$ cat src/rtl/vm_pkg.sv
// Shared definitions for the multi-product vending machine: coin codes,
// coin-to-unit conversion and FSM state encodings.
package vm_pkg;

  typedef enum logic [1:0] {
    COIN_NONE = 2'd0,
    COIN_5    = 2'd1,
    COIN_10   = 2'd2,
    COIN_20   = 2'd3
  } coin_t;

  typedef enum logic {
    ST_ACCEPT = 1'b0,
    ST_CHANGE = 1'b1
  } state_t;

  // Value of a coin code in units of 5.
  function automatic logic [2:0] coin_units(input logic [1:0] code);
    case (code)
      COIN_5:  return 3'd1;
      COIN_10: return 3'd2;
      COIN_20: return 3'd4;
      default: return 3'd0;
    endcase
  endfunction

endpackage

$ cat src/rtl/vm_change_dispenser.sv
// Greedy change emitter: loads an amount in units and pays it out one coin
// per cycle, largest coin first. The first coin appears in the cycle right
// after the load, so change lines up with the dispense pulse.
module vm_change_dispenser
  import vm_pkg::*;
#(
  parameter int CREDIT_W = 6
) (
  input  logic                clk,
  input  logic                rst,
  input  logic                load,
  input  logic [CREDIT_W-1:0] load_val,
  output logic [1:0]          change,
  output logic                busy,
  output logic                done
);

  logic [CREDIT_W-1:0] remain;
  logic [CREDIT_W-1:0] src;
  logic [1:0]          coin;

  function automatic logic [1:0] largest_coin(input logic [CREDIT_W-1:0] r);
    if (r >= CREDIT_W'(4))      return COIN_20;
    else if (r >= CREDIT_W'(2)) return COIN_10;
    else if (r >= CREDIT_W'(1)) return COIN_5;
    else                        return COIN_NONE;
  endfunction

  // Pick the amount being paid from (fresh load or what is left) and its coin.
  always_comb begin
    src  = load ? load_val : remain;
    coin = largest_coin(src);
  end

  // Register the coin for this cycle and the amount still owed afterwards.
  always_ff @(posedge clk) begin
    if (rst) begin
      remain <= '0;
      change <= COIN_NONE;
      busy   <= 1'b0;
    end else begin
      change <= coin;
      busy   <= (coin != COIN_NONE);
      remain <= src - CREDIT_W'(coin_units(coin));
    end
  end

  // Last coin of the sequence is on the output this cycle.
  assign done = busy && (remain == '0);

endmodule

$ cat src/rtl/vending_machine_multi.sv
// Multi-product vending machine: credit accumulation, per-item stock,
// purchase decode and refund control. Change is paid out by the
// vm_change_dispenser sub-module.
module vending_machine_multi
  import vm_pkg::*;
#(
  parameter int NUM_ITEMS  = 4,
  parameter int SEL_W      = 2,
  parameter int CREDIT_W   = 6,
  parameter int MAX_CREDIT = 40,
  parameter int STOCK_W    = 4,
  parameter int STOCK_INIT = 10,
  parameter logic [NUM_ITEMS*CREDIT_W-1:0] PRICE_LIST = {6'd10, 6'd5, 6'd4, 6'd3}
) (
  input  logic                 clk,
  input  logic                 rst,
  input  logic [1:0]           in,
  input  logic [SEL_W-1:0]     sel,
  input  logic                 buy,
  input  logic                 cancel,
  input  logic                 restock,
  output logic                 out,
  output logic [SEL_W-1:0]     item_id,
  output logic [1:0]           change,
  output logic                 coin_reject,
  output logic                 err_soldout,
  output logic                 err_funds,
  output logic                 busy,
  output logic [CREDIT_W-1:0]  credit,
  output logic [NUM_ITEMS-1:0] sold_out
);

  state_t              state;
  logic [STOCK_W-1:0]  stock [NUM_ITEMS];

  logic                sel_ok;
  logic [CREDIT_W-1:0] price;
  logic [STOCK_W-1:0]  sel_stock;
  logic [CREDIT_W:0]   credit_sum;
  logic                coin_fits;
  logic                buy_ok;
  logic                chg_load;
  logic [CREDIT_W-1:0] chg_val;
  logic                chg_done;

  // Decode the selected item, coin cap test and whether change must start.
  always_comb begin
    sel_ok    = (int'(sel) < NUM_ITEMS);
    price     = '0;
    sel_stock = '0;
    for (int i = 0; i < NUM_ITEMS; i++) begin
      if (sel == SEL_W'(i)) begin
        price     = PRICE_LIST[i*CREDIT_W +: CREDIT_W];
        sel_stock = stock[i];
      end
    end
    // One extra bit so the cap compare can never wrap.
    credit_sum = {1'b0, credit} + (CREDIT_W+1)'(coin_units(in));
    coin_fits  = (credit_sum <= (CREDIT_W+1)'(MAX_CREDIT));
    buy_ok     = sel_ok && (sel_stock != '0) && (credit >= price);
    chg_load   = 1'b0;
    chg_val    = credit;
    if (state == ST_ACCEPT) begin
      if (cancel) begin
        chg_load = (credit != '0);
      end else if (buy && buy_ok) begin
        chg_val  = credit - price;
        chg_load = (credit != price);
      end
    end
  end

  // Main FSM: credit, stock and single-cycle status pulses.
  always_ff @(posedge clk) begin
    if (rst) begin
      state       <= ST_ACCEPT;
      credit      <= '0;
      out         <= 1'b0;
      item_id     <= '0;
      coin_reject <= 1'b0;
      err_soldout <= 1'b0;
      err_funds   <= 1'b0;
      for (int i = 0; i < NUM_ITEMS; i++) stock[i] <= STOCK_W'(STOCK_INIT);
    end else begin
      out         <= 1'b0;
      coin_reject <= 1'b0;
      err_soldout <= 1'b0;
      err_funds   <= 1'b0;
      case (state)
        ST_ACCEPT: begin
          if (cancel) begin
            if (credit != '0) credit <= '0;
          end else if (buy) begin
            if (sel_ok) begin
              if (sel_stock == '0) begin
                err_soldout <= 1'b1;
              end else if (credit < price) begin
                err_funds <= 1'b1;
              end else begin
                out     <= 1'b1;
                item_id <= sel;
                credit  <= '0;
                for (int i = 0; i < NUM_ITEMS; i++)
                  if (sel == SEL_W'(i)) stock[i] <= sel_stock - STOCK_W'(1);
              end
            end
          end else if (restock && sel_ok) begin
            for (int i = 0; i < NUM_ITEMS; i++)
              if (sel == SEL_W'(i)) stock[i] <= STOCK_W'(STOCK_INIT);
          end
          // Coins are only taken on an otherwise idle cycle and under the cap.
          if (in != COIN_NONE) begin
            if (!buy && !cancel && coin_fits) credit <= credit_sum[CREDIT_W-1:0];
            else                              coin_reject <= 1'b1;
          end
          if (chg_load) state <= ST_CHANGE;
        end
        ST_CHANGE: begin
          if (in != COIN_NONE) coin_reject <= 1'b1;
          if (chg_done) state <= ST_ACCEPT;
        end
        default: state <= ST_ACCEPT;
      endcase
    end
  end

  // Sold-out flags follow the stock registers one cycle later.
  always_ff @(posedge clk) begin
    if (rst) begin
      sold_out <= '0;
    end else begin
      for (int i = 0; i < NUM_ITEMS; i++) sold_out[i] <= (stock[i] == '0);
    end
  end

  vm_change_dispenser #(
    .CREDIT_W (CREDIT_W)
  ) u_change (
    .clk      (clk),
    .rst      (rst),
    .load     (chg_load),
    .load_val (chg_val),
    .change   (change),
    .busy     (busy),
    .done     (chg_done)
  );

endmodule
$ cat config.mk
export PLATFORM = sky130hd
export DESIGN_NAME = vending_machine_multi
export DESIGN_NICKNAME = d
export VERILOG_FILES = /design/src/rtl/vm_pkg.sv /design/src/rtl/vm_change_dispenser.sv /design/src/rtl/vending_machine_multi.sv
export SDC_FILE = /design/constraint.sdc
export NUM_CORES = 1
export LEC_CHECK = 0
export ABC_CLOCK_PERIOD_IN_PS = 8200
export CAP_MARGIN = 20
export CORE_MARGIN = 8
export CORE_UTILIZATION = 40
export CTS_BUF_LIST = sky130_fd_sc_hd__clkbuf_8
export CTS_CLUSTER_SIZE = 16
export DETAILED_ROUTE_END_ITERATION = 8
export DONT_BUFFER_PORTS = 1
export PLACE_DENSITY = 0.51
export SLEW_MARGIN = 30
export SYNTH_ARGS = -nofsm -noshare
export SYNTH_HDL_FRONTEND = slang
export SYNTH_HIERARCHICAL = 1
export SYNTH_SLANG_ARGS = --single-unit
$ cat constraint.sdc
create_clock -name clk -period 8.2 [get_ports clk]
set_input_delay 2.05 -clock clk [delete_from_list [all_inputs] [get_ports clk]]
set_output_delay 2.05 -clock clk [all_outputs]
set_load 0.005 [all_outputs]
==> flow_metrics.py <==
metrics = {
    "critical_path": {
        "r2r_end": "u_change/remain[4]$_SDFF_PP0_",
        "crit_required_ns": 8.43,
        "crit_path_start_kind": "primary input",
        "timing.rr.start": "credit[0]$_SDFFE_PP0N_",
        "endpoint_kind": "flip-flop",
        "crit_slowest_cell": "or3b_1",
        "critPathMaxStageDelay_ns": 0.40,
        "reg2reg_depth": 18,
        "startpoint": "sel[0]",
        "crit_chain": "inv_1 -> ha_1 -> nand2_1 -> o21ai_0 -> o221a_2 -> inv_2 -> ha_1 -> o221a_4 -> nor3_4 -> mux2_1 -> or3b_1 -> o2bb2a_1 -> and2b_1 -> ha_1 -> inv_1 -> fa_1 -> a21oi_1 -> nand3_1 -> a21oi_1",
        "path_common_cell": "ha_1",
        "cp_max_fo": 9,
        "critical_path_class": "primary input to flip-flop",
        "endpoint": "u_change/remain[4]$_SDFF_PP0_",
        "crit_arrival_ns": 6.21,
        "regToRegSetupSlack_ns": 3.87,
    },
    "global_route": {
        "grt_use_total_pct": 13.8,
        "grt_max_degree": 37,
        "grt_pass1_wl_um": 10800,
        "grt_pass1_vias": 2142,
        "globalRouteOverflowTotal": 0,
        "antenna_found_initial": 0,
    },
    "synth": {
        "ys.flop_type": "dfxtp_1",
        "syn_inst": 301,
        "yosysTopAreaCell": "dfxtp_1",
        "yosysWarnings": 6,
        "syn_nets": 328,
        "ys_ff_latch": 42,
        "async_flop_share_pct": 0,
        "avgSynthCellArea_um2": 8.87,
        "synth_edf_count": 8,
        "ys_types": 69,
        "synthTopCellsByArea": "dfxtp_1, edfxtp_1, ha_1, nor2_1, mux2i_1",
        "netlist_area_um2": 2670,
        "synth-seq-area-share_pct": 34.5,
        "synth_top_area_share_pct": 25.5,
    },
    "cells_and_area": {
        "multi_input_area_um2": 1620,
        "insertedDiodeCount": 0,
        "instances_no_fill": 377,
        "fillers": 650,
        "drive_gt1_share_pct": 8.67,
        "seq_area_um2": 921,
        "area_growth_pct": 6.04,
        "nNetsFinal": 326,
    },
    "floorplanning": {
        "io_pins": 28,
        "fp-row-count": 29,
        "design.die.area_um2": 9550,
        "fp.dieW_um": 97.7,
        "dieHeight_um": 97.7,
        "initial_utilization_pct": 41.6,
        "core_um2": 6420,
    },
    "clock_tree": {
        "h-tree-depth": 2,
        "path_clk_slew_ns": 0.08,
        "cts_inserted_buffers": 5,
        "postCtsSetupBuffers": 0,
        "cts_hold_buf": 0,
        "clk_path_buf_depth": 2,
        "cts_tree": "yes",
        "cts.repair.resized": 0,
        "clk_latency_ns": 0.29,
        "cts_sinks": 42,
        "cts_root_buffer": "clkbuf_8",
    },
    "placement": {
        "detailed_place_hpwl_um": 4980,
        "placedCellCount": 369,
        "place.gp.congestion": 0.830,
        "portBuffers": 0,
    },
    "timing": {
        "finalClockSkew_ns": 0.00482,
        "final_max_slew_viol_count": 0,
        "min_period_over_period_pct": 73.0,
        "worstMarginPinSlew_ns": 0.502,
        "setup_viol": 0,
        "finalCriticalPeriod_ns": 5.98,
        "maxSlewHeadroom_pct": 66.5,
        "hold_viol_final": 0,
        "fmax_mhz": 167,
        "fin_setup_tns_ns": 0,
        "rsz0062_at_grt": "no",
    },
    "pwr": {
        "power.density_nw_per_um2": 192,
        "p_leak_nw": 1.12,
        "max-vdd-ir-drop_mv": 0.0741,
    },
    "drt": {
        "routed_via_density": 5.69,
        "wirelength_um": 6410,
        "avgRoutedWirePerCell_um": 17.0,
        "drc": 0,
        "num_vias": 2147,
        "ant_nets": 0,
        "drtIter0Drc": 63,
        "drt_first_pass_iters": 4,
    },
    "job": {
        "cap_violations": 0,
    },
    "hold_path": {
        "hold_class": "flip-flop to flip-flop",
    },
    "status": {
        "status": "finished clean",
    },
}
[per-layer routing]
metal | routed length (µm) | GRT usage (%) | vias to the layer above | part of all wire, %
li1 | - | - | 1083 | -
met2 | 3250 | 24.4 | 40 | 51
met1 | 2800 | 15.5 | 1012 | 44
met4 | 144 | 6.12 | 0 | 2.2
met5 | 0 | 0 | - | 0
met3 | 211 | 3.15 | 12 | 3.3
[stage by stage]
stage | setup slack (ns) | hold slack, ns | utilization [%] | area (µm²) | total power (W)
CTS | 2.19 | 0.450 | 44.1 | 2830 | 0.000550
global route | 1.86 | 0.466 | 44.1 | 2830 | 0.000578
global placement | 1.94 | 0.434 | 42.5 | 2730 | 0.000391
floorplan | 2.37 | 0.399 | - | 2670 | 0.000366
finish | 2.22 | 0.443 | 44.1 | 2830 | 0.000543
detailed placement | 1.89 | 0.436 | 42.5 | 2730 | 0.000390
[cell usage in the layout (no fill, tap or decap), types with 2 or more instances in the layout]
cell type,synthesis,routed
mux2_2,2,2
nand4_1,3,3
nand2_1,25,25
and3b_1,3,3
dfxtp_1,34,34
xor2_1,2,2
xnor2_1,6,6
a32oi_1,3,3
nand2b_1,4,4
a21oi_1,18,18
mux2i_1,10,10
o31ai_1,3,3
nor3_1,9,9
o21ai_0,6,6
or3_1,3,3
nor4_1,3,3
a21o_1,7,7
clkbuf_8,0,5
o21ai_1,2,2
nor2b_1,6,6
o22ai_1,3,3
nand3b_1,2,2
o32ai_1,3,3
ha_1,15,15
inv_2,2,2
or4_1,6,6
nor2_1,35,35
inv_1,19,21
edfxtp_1,8,8
nand3_1,8,8
fa_1,3,3
o211ai_1,3,3
[final cells by class]
type | instances | area share (%)
Clock buffer | 5 | 2.43
Multi-Input combinational cell | 227 | 57.2
Timing Repair Buffer | 1 | 0.265
Tap cell | 77 | 3.40
Inverter | 22 | 2.92
Clock inverter | 3 | 1.33
Sequential cell | 42 | 32.5
[worst min-delay path by stage]
stage / from / to / slack (ns) / cells past startpoint
2_1_floorplan: stock[2][1]$_SDFFCE_PN1P_ / sold_out[2]$_SDFF_PP0_ / 0.40 / 1
3_3_place_gp: stock[1][1]$_SDFFCE_PP1P_ / sold_out[1]$_SDFF_PP0_ / 0.43 / 1
3_5_place_dp: stock[2][1]$_SDFFCE_PN1P_ / sold_out[2]$_SDFF_PP0_ / 0.44 / 1
4_1_cts: stock[2][1]$_SDFFCE_PN1P_ / sold_out[2]$_SDFF_PP0_ / 0.45 / 1
5_1_grt: stock[1][1]$_SDFFCE_PP1P_ / sold_out[1]$_SDFF_PP0_ / 0.47 / 1
6_report: stock[1][1]$_SDFFCE_PP1P_ / sold_out[1]$_SDFF_PP0_ / 0.44 / 1
[power by group]
group | switching (W) | internal, W
registers | 0.0000136 | 0.000227
logic | 0.0000779 | 0.0000653
clock network | 0.0000701 | 0.0000887
[sequential cells by signal (all words and copies together), names as in the netlist, 2 cells and up]
signal	cells
credit	6
item_id	2
sold_out	4
stock	16
u_change/change	2
u_change/remain	6
[kinds of logic after synthesis]
family / after synthesis / synth area share [%]
buffers and inverters: 32 / 4.92
DFF: 42 / 34.5
xor gates and xnor gates: 8 / 2.62
and+or+nand+nor: 121 / 24.2
muxes: 14 / 5.57
AOI/OAI and AO/OA: 66 / 19.0
adders and majority gates: 18 / 9.27
[Yosys cell counts (2+ instances only)]
cell type  instances
edfxtp_1           8
nand3_1            8
nor4_1             3
a21oi_1           18
o31ai_1            3
mux2i_1           10
nor2b_1            6
ha_1              15
inv_1             19
fa_1               3
o21ai_1            2
dfxtp_1           34
clkbuf_1           5
nor3_1             9
inv_2              2
buf_4              2
a32oi_1            3
or3_1              3
and3b_1            3
nor2_1            35
nand3b_1           2
or4_1              6
o22ai_1            3
a21o_1             7
xnor2_1            6
o32ai_1            3
nand4_1            3
nand2b_1           4
mux2_2             2
o21ai_0            6
nand2_1           25
xor2_1             2
buf_2              3
o211ai_1           3
[worst max-delay path, delay by kind of cell]
kind	cells	cell delay, ns
compound gates	6	1.37
fa+ha+maj	4	1.13
mux	1	0.37
buf+inv	3	0.21
simple gates	5	1.07
(Power assumes the default switching activity.)
